[src/rtl/sram_like_arbiter.sv]
// Shares one SRAM-like memory port between an instruction and a data requester.
// Data has fixed priority; responses are steered back through an in-order ownership FIFO.
module sram_like_arbiter #(
  parameter int MAX_OUTSTANDING = 2,
  parameter int ADDR_W          = 32,
  parameter int DATA_W          = 32
) (
  input  logic                clk,
  input  logic                resetn,
  input  logic                inst_req,
  input  logic                inst_wr,
  input  logic [1:0]          inst_size,
  input  logic [ADDR_W-1:0]   inst_addr,
  input  logic [DATA_W/8-1:0] inst_wstrb,
  input  logic [DATA_W-1:0]   inst_wdata,
  output logic                inst_addr_ok,
  output logic                inst_data_ok,
  output logic [DATA_W-1:0]   inst_rdata,
  input  logic                data_req,
  input  logic                data_wr,
  input  logic [1:0]          data_size,
  input  logic [ADDR_W-1:0]   data_addr,
  input  logic [DATA_W/8-1:0] data_wstrb,
  input  logic [DATA_W-1:0]   data_wdata,
  output logic                data_addr_ok,
  output logic                data_data_ok,
  output logic [DATA_W-1:0]   data_rdata,
  output logic                mem_req,
  output logic                mem_wr,
  output logic [1:0]          mem_size,
  output logic [ADDR_W-1:0]   mem_addr,
  output logic [DATA_W/8-1:0] mem_wstrb,
  output logic [DATA_W-1:0]   mem_wdata,
  input  logic                mem_addr_ok,
  input  logic                mem_data_ok,
  input  logic [DATA_W-1:0]   mem_rdata,
  output logic [3:0]          outstanding,
  output logic                proto_err
);
  localparam int PTR_W = (MAX_OUTSTANDING > 1) ? $clog2(MAX_OUTSTANDING) : 1;
  localparam logic [0:0] IDLE = 1'b0;
  localparam logic [0:0] HOLD = 1'b1;

  logic [0:0]                 state_reg, state_next;
  logic                       grant_lat_reg, grant_lat_next;
  logic [PTR_W-1:0]           rd_ptr_reg, wr_ptr_reg;
  logic [3:0]                 count_reg;
  logic                       proto_err_reg;
  logic [MAX_OUTSTANDING-1:0] owner_reg;
  logic [MAX_OUTSTANDING-1:0] slot_we;

  logic grant_sel, granted_req, full, fifo_empty, req_int;
  logic accept, pop, head;

  function automatic logic [PTR_W-1:0] ptr_inc(input logic [PTR_W-1:0] p);
    return (p == PTR_W'(MAX_OUTSTANDING - 1)) ? '0 : p + 1'b1;
  endfunction

  // Once a request has been shown to memory and refused, the owner is frozen in HOLD.
  always_comb begin
    grant_sel   = (state_reg == HOLD) ? grant_lat_reg : data_req;
    granted_req = grant_sel ? data_req : inst_req;
    full        = (count_reg == 4'(MAX_OUTSTANDING));
    fifo_empty  = (count_reg == 4'd0);
    req_int     = resetn & granted_req & ~full;
    accept      = req_int & mem_addr_ok;
    pop         = resetn & mem_data_ok & ~fifo_empty;
    head        = owner_reg[rd_ptr_reg];
  end

  always_comb begin
    state_next     = state_reg;
    grant_lat_next = grant_lat_reg;
    case (state_reg)
      IDLE: begin
        if (req_int && !mem_addr_ok) begin
          state_next     = HOLD;
          grant_lat_next = grant_sel;
        end
      end
      HOLD: begin
        if (accept || !granted_req) state_next = IDLE;
      end
      default: state_next = IDLE;
    endcase
  end

  generate
    for (genvar gi = 0; gi < MAX_OUTSTANDING; gi++) begin : g_slot_we
      assign slot_we[gi] = accept & (wr_ptr_reg == PTR_W'(gi));
    end
  endgenerate

  always_ff @(posedge clk or negedge resetn) begin
    if (!resetn) begin
      state_reg     <= IDLE;
      grant_lat_reg <= 1'b0;
      rd_ptr_reg    <= '0;
      wr_ptr_reg    <= '0;
      count_reg     <= 4'd0;
      proto_err_reg <= 1'b0;
      owner_reg     <= '0;
    end else begin
      state_reg     <= state_next;
      grant_lat_reg <= grant_lat_next;
      for (int i = 0; i < MAX_OUTSTANDING; i++) begin
        if (slot_we[i]) owner_reg[i] <= grant_sel;
      end
      if (accept) wr_ptr_reg <= ptr_inc(wr_ptr_reg);
      if (pop)    rd_ptr_reg <= ptr_inc(rd_ptr_reg);
      case ({accept, pop})
        2'b10:   count_reg <= count_reg + 4'd1;
        2'b01:   count_reg <= count_reg - 4'd1;
        default: count_reg <= count_reg;
      endcase
      if (mem_data_ok && fifo_empty) proto_err_reg <= 1'b1;
    end
  end

  // Every combinational output is forced low while reset is held, not just after the next edge.
  assign mem_req      = req_int;
  assign mem_wr       = resetn & (grant_sel ? data_wr : inst_wr);
  assign mem_size     = resetn ? (grant_sel ? data_size  : inst_size)  : 2'd0;
  assign mem_addr     = resetn ? (grant_sel ? data_addr  : inst_addr)  : '0;
  assign mem_wstrb    = resetn ? (grant_sel ? data_wstrb : inst_wstrb) : '0;
  assign mem_wdata    = resetn ? (grant_sel ? data_wdata : inst_wdata) : '0;

  assign inst_addr_ok = accept & ~grant_sel;
  assign data_addr_ok = accept & grant_sel;
  assign inst_data_ok = pop & ~head;
  assign data_data_ok = pop & head;
  assign inst_rdata   = inst_data_ok ? mem_rdata : '0;
  assign data_rdata   = data_data_ok ? mem_rdata : '0;

  assign outstanding  = count_reg;
  assign proto_err    = proto_err_reg;
endmodule
[config.mk]
export PLATFORM = sky130hd
export DESIGN_NAME = sram_like_arbiter
export DESIGN_NICKNAME = d
export VERILOG_FILES = /design/src/rtl/sram_like_arbiter.sv
export SDC_FILE = /design/constraint.sdc
export NUM_CORES = 1
export LEC_CHECK = 0
export ABC_AREA = 1
export CORE_AREA = 5 5 122 124
export CTS_CLUSTER_DIAMETER = 150
export CTS_CLUSTER_SIZE = 28
export DETAILED_ROUTE_END_ITERATION = 7
export DIE_AREA = 0 0 127 129
export GPL_ROUTABILITY_DRIVEN = 0
export MAX_ROUTING_LAYER = met4
export PLACE_DENSITY = 0.59
export SLEW_MARGIN = 20
export SYNTH_ARGS = -nofsm -noshare
export SYNTH_HDL_FRONTEND = slang
export SYNTH_SLANG_ARGS = --single-unit
[constraint.sdc]
create_clock -name clk -period 2.5 [get_ports clk]
set_input_delay 0.5 -clock clk [delete_from_list [all_inputs] [get_ports clk]]
set_output_delay 0.5 -clock clk [all_outputs]
set_load 0.02 [all_outputs]
==> results.yml <==
routing:
  via_per_inst: 4.28
  wl_per_cell_um: 15.9
  routed_wl_um: 15200
  drc: 0
  antenna_left: 0
  vias: 4075
  drt_first_pass_iters: 5
  drt_iter0_drc: 145
cts:
  cts_root_buf: "clkbuf_16"
  cts_num_sinks: 11
  insertion_delay_ps: 240
  cts_tree: "yes"
  clockBufferDepth: 2
  numCtsBuffers: 3
  cts_hold_buffers: 0
  clkTransAtPathRegs_ps: 40
  cts_max_level: 1
outcome:
  status: "finished clean"
critical_path:
  cpPeakStageDelay_ps: 410
  reg2reg_slack_ps: 370
  cp-start-kind: "primary input"
  crit_arrival_ps: 1970
  crit_fanout: 16
  worstSetupStartpoint: "data_req"
  crit_type: "in -> out"
  required_ps: 2000
  cp_cell_sequence: "clkdlybuf4s50_1 -> inv_1 -> nand2_2 -> nand2_4 -> buf_8 -> clkbuf_16 -> o21ai_1 -> nor2_1 -> clkdlybuf4s15_2"
  path_buf_inv: 5
  path_delay_family: "buffers and inverters"
  r2r-start: "outstanding[3]"
  cp-end-kind: "output port"
  slowest_stage: "clkdlybuf4s50_1"
synth:
  syn_nets: 619
  synthCells: 436
  netlist_area_um2: 2320
  synth_seq_cells: 11
  synth_seq_area_share_pct: 11.9
  synth_edf_count: 0
  synth-async-reset-ratio_pct: 100
  synth_warnings: 0
  ys_types: 25
  syn_area_per_cell_um2: 5.32
  synthFlopType: "dfrtp_1"
finish:
  antenna_cells: 0
  drive_gt1_share_pct: 33.9
  final_cells: 953
  n_fill_cell: 1510
  final_area_um2: 5600
  area_delta_synth_final_pct: 141
  largest_register_ff_count: 4
  register_area_um2: 275
  nNetsFinal: 957
  multi_input_area_um2: 1720
die:
  rows: 43
  fp.dieH_um: 129
  dieArea_um2: 16400
  coreArea_um2: 13700
  die_w_um: 127
  io_pins: 325
  start_util_pct: 17.0
timing:
  min_period_over_period_pct: 98.6
  worstMarginPinSlew_ps: 568
  fmax_ghz: 0.406
  holdWs_ps: 103
  relSlewSlack_pct: 61.9
  layout_min_cycle_time_ps: 2470
  rsz0062_at_grt: "yes"
  drv_slew: 0
  final_hold_viol_count: 0
  setup_violations: 0
  skew_ps: 1.89
place:
  dp_hpwl_um: 11700
  dp_cells: 936
  postPlaceCellArea_um2: 5820
  port_buffers: 324
min_path:
  hp-class: "in -> async"
grt:
  grt_pass1_wl_um: 21100
  gr-total-overflow: 0
  grt_max_degree: 62
  grt_pass1_vias: 4061
  grt_use_total_pct: 16.2
  antenna_found_initial: 0
pwr:
  power_leakage_nw: 2.81
  power.density_nw_per_um2: 704
  vdd_drop_max_mv: 0.285
job:
  maxCapViolCount: 0
## power breakdown
| part | internal, W | total [W] | switching, W | leakage [nW] |
|---|---|---|---|---|
| Combinational | 0.00136 | 0.00333 | 0.00196 | 2.64 |
| Clock | 0.000214 | 0.000296 | 0.0000812 | 0.0382 |
| Sequential | 0.000259 | 0.000320 | 0.0000610 | 0.132 |
| Total | 0.00183 | 0.00394 | 0.00211 | 2.81 |
## layer usage
layer  global-route usage, %  routed length, um  part of all wire, %  up-vias
met5                       -                  0                    0        -
met4                    1.96                102                 0.67        0
met3                    4.03               1300                  8.6       10
met2                    31.1               8150                   54      228
met1                    17.3               5600                   37     1836
li1                        -                  -                    -     2001
## metrics by stage
stage / setup WS, ps / power (W) / setup TNS (ps) / util (%)
finish: 34.5 / 0.00394 / 0 / 41.0
global route: -77.4 / 0.00423 / -599 / 41.0
CTS: -4.81 / 0.00374 / -7.97 / 42.8
detailed placement: -460 / 0.00357 / -46580 / 42.6
global placement: -471 / 0.00353 / -45870 / 42.6
floorplan: 247 / 0.00203 / 0 / -
## synth_stat cells, drive strengths merged, types with 2 or more instances
library cell	count	area (um^2)
nor2	217	992
xor2	2	17.5
nand4	6	37.5
inv	50	190
clkbuf	14	52.6
ha	3	37.5
o21ai	75	375
nand3	5	25.0
buf	16	149
nand2	33	141
dfrtp	11	275
## layout by cell type, fill, tap and decap left out, types with 2 or more instances in the layout
master / instances
clkdlybuf4s50_1: 183
nor2_1: 152
buf_2: 85
nor2_2: 60
o21ai_0: 50
inv_1: 45
clkbuf_2: 34
buf_4: 33
nand2_1: 25
o21ai_1: 24
dfrtp_1: 11
clkbuf_16: 8
nand4_1: 6
clkdlybuf4s15_2: 6
buf_12: 6
nor2_4: 5
nand3_1: 5
inv_4: 4
nand2_2: 4
buf_6: 4
nand2_4: 3
inv_2: 2
xor2_1: 2
dlygate4sd2_1: 2
buf_8: 2
## final timing paths
check / cells past startpoint / endpoint
max in group asynchronous: 2 / grant_lat_reg
setup reg to reg: 14 / outstanding[2]
hold / removal: 1 / outstanding[1]
min in group clk: 1 / proto_err
setup / recovery: 9 / mem_wdata[12]
hold reg to reg: 1 / proto_err
## kinds of logic after synthesis
| kind of cell | share of synthesized area (%) |
|---|---|
| AND/OR/NAND/NOR | 51.8 |
| buffers and inverters | 16.9 |
| AO/OA/AOI/OAI | 16.7 |
| flip-flops | 11.9 |
| XOR/XNOR | 1.13 |
| adder cells (fa/ha/maj) | 1.62 |
## cell type report
cell class / count / area share, %
Inverter: 50 / 3.57
Multi-Input combinational cell: 345 / 30.7
Timing Repair Buffer: 361 / 55.2
Clock buffer: 4 / 1.41
Timing Repair inverter: 2 / 0.223
Sequential cell: 11 / 4.92
Tap cell: 180 / 4.02
## repair_timing
item / 4_1_cts / 5_1_grt
pin swaps: 1 / 5
buffers inserted: 4 / 0
resized for setup: 410 / 161
setup endpoints to repair: 140 / 120
gates cloned: 2 / 7
Note: power is estimated with default switching activity, not from simulation.
